## config.mk

```make
export PLATFORM = sky130hd
export DESIGN_NAME = adc_ad7175_ctrl
export DESIGN_NICKNAME = d
export VERILOG_FILES = /design/src/rtl/adc_ad7175_ctrl.sv
export SDC_FILE = /design/constraint.sdc
export NUM_CORES = 1
export LEC_CHECK = 0
export CORE_ASPECT_RATIO = 0.5
export CORE_MARGIN = 8
export CORE_UTILIZATION = 40
export CTS_CLUSTER_DIAMETER = 120
export DETAILED_ROUTE_END_ITERATION = 8
export PLACE_DENSITY = 0.7
export SLEW_MARGIN = 40
export SYNTH_ARGS = -nofsm -noshare
export SYNTH_HDL_FRONTEND = slang
export SYNTH_SLANG_ARGS = --single-unit
```

## constraint.sdc

```tcl
create_clock -name xclk -period 5.1 [get_ports xclk]
set_input_delay 1.02 -clock xclk [delete_from_list [all_inputs] [get_ports xclk]]
set_output_delay 1.02 -clock xclk [all_outputs]
set_load 0.05 [all_outputs]
```

## src/rtl/adc_ad7175_ctrl.sv

```systemverilog
`default_nettype none
// ============================================================================
// Module      : adc_ad7175_ctrl
// Description : Transaction sequencer for an AD7175-class sigma-delta ADC.
//               Accepts single register reads and writes, or continuous
//               conversion reads, from a host. Frames each transfer with chip
//               select setup, hold and idle timing, and hands the byte-level
//               work to an external serial comm engine.
// Ports       : xclk/reset            - clock, async active-low reset
//               host_*                - request strobe/op/fields, results,
//                                       busy and done
//               sample_*              - continuous conversion results
//               adc_err               - sticky conversion error flag
//               adc_cs_n              - ADC chip select
//               comm_*                - serial comm engine handshake and data
// Revision    : 1.0 - initial release
// ============================================================================
module adc_ad7175_ctrl #(
  parameter int CS_SETUP = 4,
  parameter int CS_HOLD  = 4,
  parameter int CS_IDLE  = 8
) (
  input  logic        xclk,
  input  logic        reset,
  input  logic        host_go,
  input  logic [1:0]  host_op,
  input  logic [5:0]  host_addr,
  input  logic [1:0]  host_len,
  input  logic [23:0] host_wdata,
  output logic [23:0] host_rdata,
  output logic        host_busy,
  output logic        host_done,
  output logic [23:0] sample_data,
  output logic [1:0]  sample_ch,
  output logic        sample_valid,
  output logic [15:0] sample_count,
  output logic        adc_err,
  output logic        adc_cs_n,
  output logic        comm_start,
  input  logic        comm_busy,
  output logic        comm_wait_for_ready,
  output logic [7:0]  comm_cmd,
  output logic [1:0]  comm_len,
  output logic [23:0] comm_wdata,
  input  logic [31:0] comm_rdata
);

  typedef enum logic [2:0] {
    S_IDLE    = 3'd0,
    S_SETUP   = 3'd1,
    S_ISSUE   = 3'd2,
    S_ACK     = 3'd3,
    S_DONE    = 3'd4,
    S_HOLD    = 3'd5,
    S_RECOVER = 3'd6
  } state_t;

  localparam logic [1:0] OP_WRITE = 2'b00;
  localparam logic [1:0] OP_READ  = 2'b01;
  localparam logic [1:0] OP_CONT  = 2'b10;
  localparam logic [1:0] OP_STOP  = 2'b11;
  localparam int         CNT_W    = 16;

  state_t             state_q, state_d;
  logic [CNT_W-1:0]   cnt_q, cnt_d;
  logic               go_prev_q;
  logic [1:0]         op_q, op_d;
  logic [5:0]         addr_q, addr_d;
  logic [1:0]         len_q, len_d;
  logic [23:0]        wdata_q, wdata_d;
  logic               stop_q, stop_d;
  logic               cs_n_q, cs_n_d;
  logic [23:0]        rdata_q, rdata_d;
  logic [23:0]        sdata_q, sdata_d;
  logic [1:0]         sch_q, sch_d;
  logic               svalid_q, svalid_d;
  logic [15:0]        scount_q, scount_d;
  logic               err_q, err_d;
  logic               done_q, done_d;

  logic go_edge;
  logic go_stop;
  logic go_txn;
  logic cont_mode;

  assign go_edge   = host_go & ~go_prev_q;
  assign go_stop   = go_edge & (host_op == OP_STOP);
  assign go_txn    = go_edge & (host_op != OP_STOP);
  assign cont_mode = (op_q == OP_CONT);

  always_comb begin
    state_d  = state_q;
    cnt_d    = cnt_q;
    op_d     = op_q;
    addr_d   = addr_q;
    len_d    = len_q;
    wdata_d  = wdata_q;
    stop_d   = stop_q;
    cs_n_d   = cs_n_q;
    rdata_d  = rdata_q;
    sdata_d  = sdata_q;
    sch_d    = sch_q;
    svalid_d = 1'b0;
    scount_d = scount_q;
    err_d    = err_q;
    done_d   = 1'b0;

    // A stop is only remembered here; it is acted on at the end of RECOVER
    // so the transfer in flight always completes.
    if (go_stop && (state_q != S_IDLE)) begin
      stop_d = 1'b1;
    end

    case (state_q)
      S_IDLE: begin
        if (go_txn) begin
          op_d    = host_op;
          addr_d  = host_addr;
          len_d   = host_len;
          wdata_d = host_wdata;
          cs_n_d  = 1'b0;
          cnt_d   = '0;
          state_d = S_SETUP;
          if (host_op == OP_CONT) begin
            scount_d = '0;
            err_d    = 1'b0;
          end
        end
      end
      S_SETUP: begin
        if (cnt_q == CNT_W'(CS_SETUP - 1)) begin
          state_d = S_ISSUE;
        end else begin
          cnt_d = cnt_q + CNT_W'(1);
        end
      end
      S_ISSUE: begin
        state_d = S_ACK;
      end
      S_ACK: begin
        if (comm_busy) begin
          state_d = S_DONE;
        end
      end
      S_DONE: begin
        if (!comm_busy) begin
          state_d = S_HOLD;
          cnt_d   = '0;
          if (cont_mode) begin
            sdata_d  = comm_rdata[31:8];
            sch_d    = comm_rdata[1:0];
            svalid_d = 1'b1;
            scount_d = scount_q + 16'd1;
            if (comm_rdata[6]) begin
              err_d = 1'b1;
            end
          end else if (op_q == OP_READ) begin
            rdata_d = comm_rdata[23:0];
          end
        end
      end
      S_HOLD: begin
        if (cnt_q == CNT_W'(CS_HOLD - 1)) begin
          cs_n_d  = 1'b1;
          cnt_d   = '0;
          done_d  = ~cont_mode;
          state_d = S_RECOVER;
        end else begin
          cnt_d = cnt_q + CNT_W'(1);
        end
      end
      S_RECOVER: begin
        if (cnt_q == CNT_W'(CS_IDLE - 1)) begin
          // A stop edge arriving on this very cycle counts as pending.
          if (cont_mode && !stop_q && !go_stop) begin
            cs_n_d  = 1'b0;
            cnt_d   = '0;
            state_d = S_SETUP;
          end else begin
            stop_d  = 1'b0;
            state_d = S_IDLE;
          end
        end else begin
          cnt_d = cnt_q + CNT_W'(1);
        end
      end
      default: begin
        cs_n_d  = 1'b1;
        stop_d  = 1'b0;
        state_d = S_IDLE;
      end
    endcase
  end

  always_ff @(posedge xclk or negedge reset) begin
    if (!reset) begin
      state_q   <= S_IDLE;
      cnt_q     <= '0;
      go_prev_q <= 1'b0;
      op_q      <= OP_WRITE;
      addr_q    <= '0;
      len_q     <= '0;
      wdata_q   <= '0;
      stop_q    <= 1'b0;
      cs_n_q    <= 1'b1;
      rdata_q   <= '0;
      sdata_q   <= '0;
      sch_q     <= '0;
      svalid_q  <= 1'b0;
      scount_q  <= '0;
      err_q     <= 1'b0;
      done_q    <= 1'b0;
    end else begin
      state_q   <= state_d;
      cnt_q     <= cnt_d;
      go_prev_q <= host_go;
      op_q      <= op_d;
      addr_q    <= addr_d;
      len_q     <= len_d;
      wdata_q   <= wdata_d;
      stop_q    <= stop_d;
      cs_n_q    <= cs_n_d;
      rdata_q   <= rdata_d;
      sdata_q   <= sdata_d;
      sch_q     <= sch_d;
      svalid_q  <= svalid_d;
      scount_q  <= scount_d;
      err_q     <= err_d;
      done_q    <= done_d;
    end
  end

  // Command fields come straight from the latched request, which only changes
  // in IDLE, so they are stable for the whole engine handshake.
  always_comb begin
    comm_cmd            = {2'b00, addr_q};
    comm_len            = len_q;
    comm_wdata          = wdata_q;
    comm_wait_for_ready = 1'b0;
    case (op_q)
      OP_READ: begin
        comm_cmd   = {2'b01, addr_q};
        comm_wdata = '0;
      end
      OP_CONT: begin
        comm_cmd            = 8'h44;
        comm_len            = 2'b11;
        comm_wdata          = '0;
        comm_wait_for_ready = 1'b1;
      end
      default: begin
        comm_cmd = {2'b00, addr_q};
      end
    endcase
  end

  assign comm_start   = (state_q == S_ISSUE) || (state_q == S_ACK);
  assign host_busy    = (state_q != S_IDLE);
  assign host_done    = done_q;
  assign host_rdata   = rdata_q;
  assign sample_data  = sdata_q;
  assign sample_ch    = sch_q;
  assign sample_valid = svalid_q;
  assign sample_count = scount_q;
  assign adc_err      = err_q;
  assign adc_cs_n     = cs_n_q;

endmodule
`default_nettype wire

```

* Word-level counts from Yosys, hierarchy flattened
Index checks and enable logic that the tools add are counted.
W data, S select, Z words.
** Word-level totals
- Memories kept :: 0
- Logic and storage cells :: 114
- Latch bits :: 0
- Output and inout port bits :: 107
- Memory bits (writable) :: 0
- Bits of input ports :: 70
- Flip-flop bits (word level) :: 125
- ROM bits :: 0
** Operators by class
- Magnitude comparators :: 0
- Multiplexer cells :: 43
- Shifts and indexed selects :: 0
- Add/sub/neg operators :: 2
- Multiply operators :: 0
- Divide/modulo/power cells :: 0
- Reductions and logical operators :: 21
- Bitwise logic cells :: 7
- Equal/unequal tests :: 25
** Operators with widths (count)
- $mux W16 :: 10
- $pmux W16 S5 :: 1
- $add A16 B1 Y16 const B :: 2
- $pmux W16 S2 :: 1
- $mux W24 :: 1
- $ne A2 B2 Y1 const B :: 12
- $pmux W3 S7 :: 1
- $mux W1 :: 18
- $mux W3 :: 6
- $eq A16 B2 Y1 const B :: 1
- $eq A16 B3 Y1 const B :: 1
- $reduce_and A5 Y1 :: 3
- $pmux W7 S2 :: 1
- $reduce_and A6 Y1 :: 2
- $eq A3 B3 Y1 const B :: 3
- $eq A2 B2 Y1 const B :: 3
- $eq A3 B2 Y1 const B :: 2
- $reduce_or A6 Y1 :: 1
- $reduce_bool A5 Y1 :: 1
- $not A1 Y1 :: 4
- $pmux W1 S2 :: 2
- $pmux W1 S4 :: 1
- $reduce_and A4 Y1 :: 1
- $reduce_or A4 Y1 :: 1
- other kinds (14) :: 19

* Depth between registers and ports, before layout
- Depth after elaboration :: 8
- Depth in mapped cells :: 9
- Gate-level depth less buffers :: 8

* Least setup slack after synthesis
Ideal clock, no wire load.
- Kind :: flip-flop to output port
- Start :: register op_q[0]
- End :: output port comm_cmd[0]
- Stages on the path, launching flop included :: 5
- Path buffers :: 0
- Data arrival time :: 1555 ps
- Data required time :: 4080 ps
- Slack :: 2525 ps
- Cells stage by stage :: dfrtp_1 inv_1 ha_1 nor2_1 nor2b_1
** Between the ends
- Longest elaborated chain between the ends :: 2
- Elaborated cells between the ends (all ways) :: 3
- Those cells by class :: eq/ne: 2; mux: 1
** Ends and longest elaborated chain
- start, declared :: line 67 : logic [1:0] op_q, op_d;
- start signal, assigned :: line 217 : op_q <= op_d;
- $eq A2 B2 Y1 or $eq A2 B1 Y1 (tied branches) :: line 240 : case (op_q)
- $pmux W7 S2 * :: line 240
- end, declared :: line 42 : output logic [7:0] comm_cmd,
Mark *: on every way between the ends. The rest lies on a longest branch, timed or not.

* Worst setup path in the final report
- Start :: register op_q[0]
- End :: output port comm_cmd[5]
The elaborated chain is that of the path after synthesis.

==> metrics <==
run status finished clean; vias post-DR 4513; Synth Flop Type dfrtp_1; Fin Setup TNS 0 ns; Slew @ Worst Pin 0.7354 ns; port bufs 175; Detailed Place HPWL 10960 um; DIE AREA 18900 um^2; layout cells sized above 1 0.1553; Hold WC Path Type reg2reg; CP max FO 26; R2R depth 6; Syn Nets 610; Final Hold Violating Endpoints 0; first-pass GRT wire length 25440 um; vias in the first global route 4720; reg-to-reg setup timing slack 2.34 ns; final instance area 8333 um^2; max-slew violations 0; r2r endpoint sample_count[10]; area of placed instances 7707 um^2; Num CTS Buffers 17; maximum vdd drop 0.2558 mV; sequential fraction of the synthesis area 0.5376; final net count 783; WP buf/inv 2; Distinct cells, synth 54; share of the synthesized area in the top cell type 0.5331; clk sinks 125; Detailed Route WL 15500 um; Routed wire per std cell 16.87 um; Hold EP sample_data[20]; die width 186.6 um; hold_buf cts 0; Cell Chain, Critical Path inv_1, ha_1, nor2_1, nor2b_1, clkdlybuf4s50_1; CP Data Required Time 4.08 ns; Netlist Area Pre-Place 5821 um^2; Slew HR 0.5060; Mean Syn Cell Area 10.88 um^2; r2r startpoint state_q[2]; Top-Level Pins 177; row count 31; Finished Layout Cells 919; vias per std cell 4.911; clock skew 0.01296 ns; dpl ws 1.514 ns; H-tree depth 4; Syn Inst Count 535; Resize count post-CTS 0; number of diodes 0; crit path capture type primary output; clock buffer depth 2; ys async rst share 1.000; synthesis-to-finish area growth 43.16%; gr ovfl total 0; Post-synth EDFFs 0; Synth area leader dfrtp_1; CP max-delay cell clkdlybuf4s50_1; Power per Cell Area 687.8 nW/um^2; Core Box Area 14350 um^2; Top Family by Delay on Critical Path buffers and inverters; post-layout min period 3.908 ns; initial core utilization 0.4056; hold depth 2; synthesized flop and latch total 125; RSZ-0062 raised after global routing no; Placer Congestion 0.8151; TritonRoute pass-1 iters 4; largest net degree at the start of global routing 78; DRC 0; Pleak 3.809 nW; root buf cell clkbuf_16; maximum clock rate 255.9 MHz; yosys warns 0; setup ws final 1.192 ns; max cap viols 0; CTS tree yes; DIE HEIGHT 101.3 um; Tcrit/Tclk final 0.7662; worst-skew pair later-pin latency 0.40 ns; Setup Buffers After CTS 0; hold_sp sample_data[20]; Startpoint Class flop; remaining antenna violation count 0; GR Util All Layers 0.1659; DRT iter0 DRCs 280; clock-pin slew on the worst setup and hold paths 0.06 ns; dpl cells 887; final setup vio count 0; total power 0.005732 W; arrival time worst endpoint 2.89 ns; initial antenna violation count 0; crit path kind reg2out; Synth area leaders dfrtp_1 53%, mux2_4 7.2%, nand2_1 6.6%, mux2_2 5.6%, and2_1 2.9%; CP max stage delay 0.83 ns
-- tightest hold or removal path, cell delays in order (launching register included) --
cell and delay (ns):
dfrtp_1 0.34, nand2_1 0.05, nand2_1 0.05
-- Yosys cell counts, types with 9 or more instances --
| library cell | count |
|---|---|
| nor2b_1 | 10 |
| clkbuf_1 | 13 |
| o21ai_0 | 19 |
| xnor2_1 | 10 |
| and2_1 | 27 |
| mux2_2 | 29 |
| dfrtp_1 | 124 |
| nand3_1 | 10 |
| nor3_1 | 9 |
| mux2_4 | 28 |
| nor2_1 | 32 |
| a22o_1 | 11 |
| inv_1 | 14 |
| nand2_1 | 103 |
-- layer usage --
metal	part of all wire	up-vias	track usage
li1	-	2167	-
met1	0.44	2208	0.2005
met2	0.50	117	0.2865
met3	0.041	21	0.03986
met4	0.024	0	0.06671
met5	0	-	0
-- layout make-up --
class                   instances  area, um^2
clock inverters                13       190.2
multi-input cells             369        2486
clock buffers                  19       432.9
well taps                     198       247.7
fillers                      1201        6018
repair buffers                180        1790
inverters                      15       56.30
flip-flops and latches        125        3129
-- through the flow --
step,hold WS [ns],util
floorplan,0.4706,-
global placement,0.4569,0.5365
detailed placement,0.4615,0.5371
CTS,0.4782,0.5805
global route,0.4980,0.5806
finish,0.4734,0.5806
-- layout by cell type, fill, tap and decap left out, drive strengths merged, types with 3 or more instances in the layout --
cell           synthesis  final
inv                   15     17
and3                   5      5
xnor2                 10     10
nand4                  6      6
dfrtp                124    124
and2                  27     27
clkinvlp               0      4
or3                    3      3
a22o                  11     11
a31oi                  8      8
nor2                  36     36
nand2b                 3      3
nor2b                 10     10
a21oi                  7      7
buf                   13      6
nand3                 10     10
mux2                  57     57
clkinv                 0      3
clkbuf                13     19
ha                     5      5
or2                    4      4
clkdlybuf4s50          0    174
nor4                   8      8
o21ai                 21     21
o22ai                  3      3
nand2                103    103
nor3                  10     10
bufinv                 0      4
-- kinds of logic (layout without fill, tap and decap cells) --
| family | after synthesis | count (layout) | synth area share |
|---|---|---|---|
| XOR/XNOR | 10 | 10 | 0.01505 |
| flip-flops | 125 | 125 | 0.5376 |
| adder cells (fa/ha/maj) | 5 | 5 | 0.01075 |
| AND/OR/NAND/NOR | 234 | 234 | 0.1971 |
| other | 1 | 1 | 0.0006443 |
| buffers and inverters | 41 | 227 | 0.03654 |
| multiplexers | 57 | 57 | 0.1283 |
| AO/OA/AOI/OAI | 62 | 62 | 0.07395 |
-- report_power, final --
part,switching [W],internal (W)
combinational,0.00185,0.00107
clock,0.000455,0.000822
sequential,0.000224,0.00131
-- worst max-delay path by stage --
stage	from	to	cells past startpoint
after floorplan	op_q[0]	comm_cmd[0]	4
final	op_q[0]	comm_cmd[5]	5
after detailed placement	comm_busy	sample_count[13]	6
after CTS	op_q[0]	comm_cmd[5]	5
after global placement	op_q[0]	comm_cmd[5]	5
after global routing	op_q[0]	comm_cmd[1]	5
-- registers in the layout, indices dropped and copies added (netlist names), 2 cells and up --
| name | flops |
|---|---|
| host_rdata | 24 |
| sample_data | 24 |
| wdata_q | 24 |
| cnt_q | 16 |
| sample_count | 16 |
| addr_q | 6 |
| state_q | 3 |
| len_q | 2 |
| op_q | 2 |
| sample_ch | 2 |
Power figures use the tool's default switching activity.
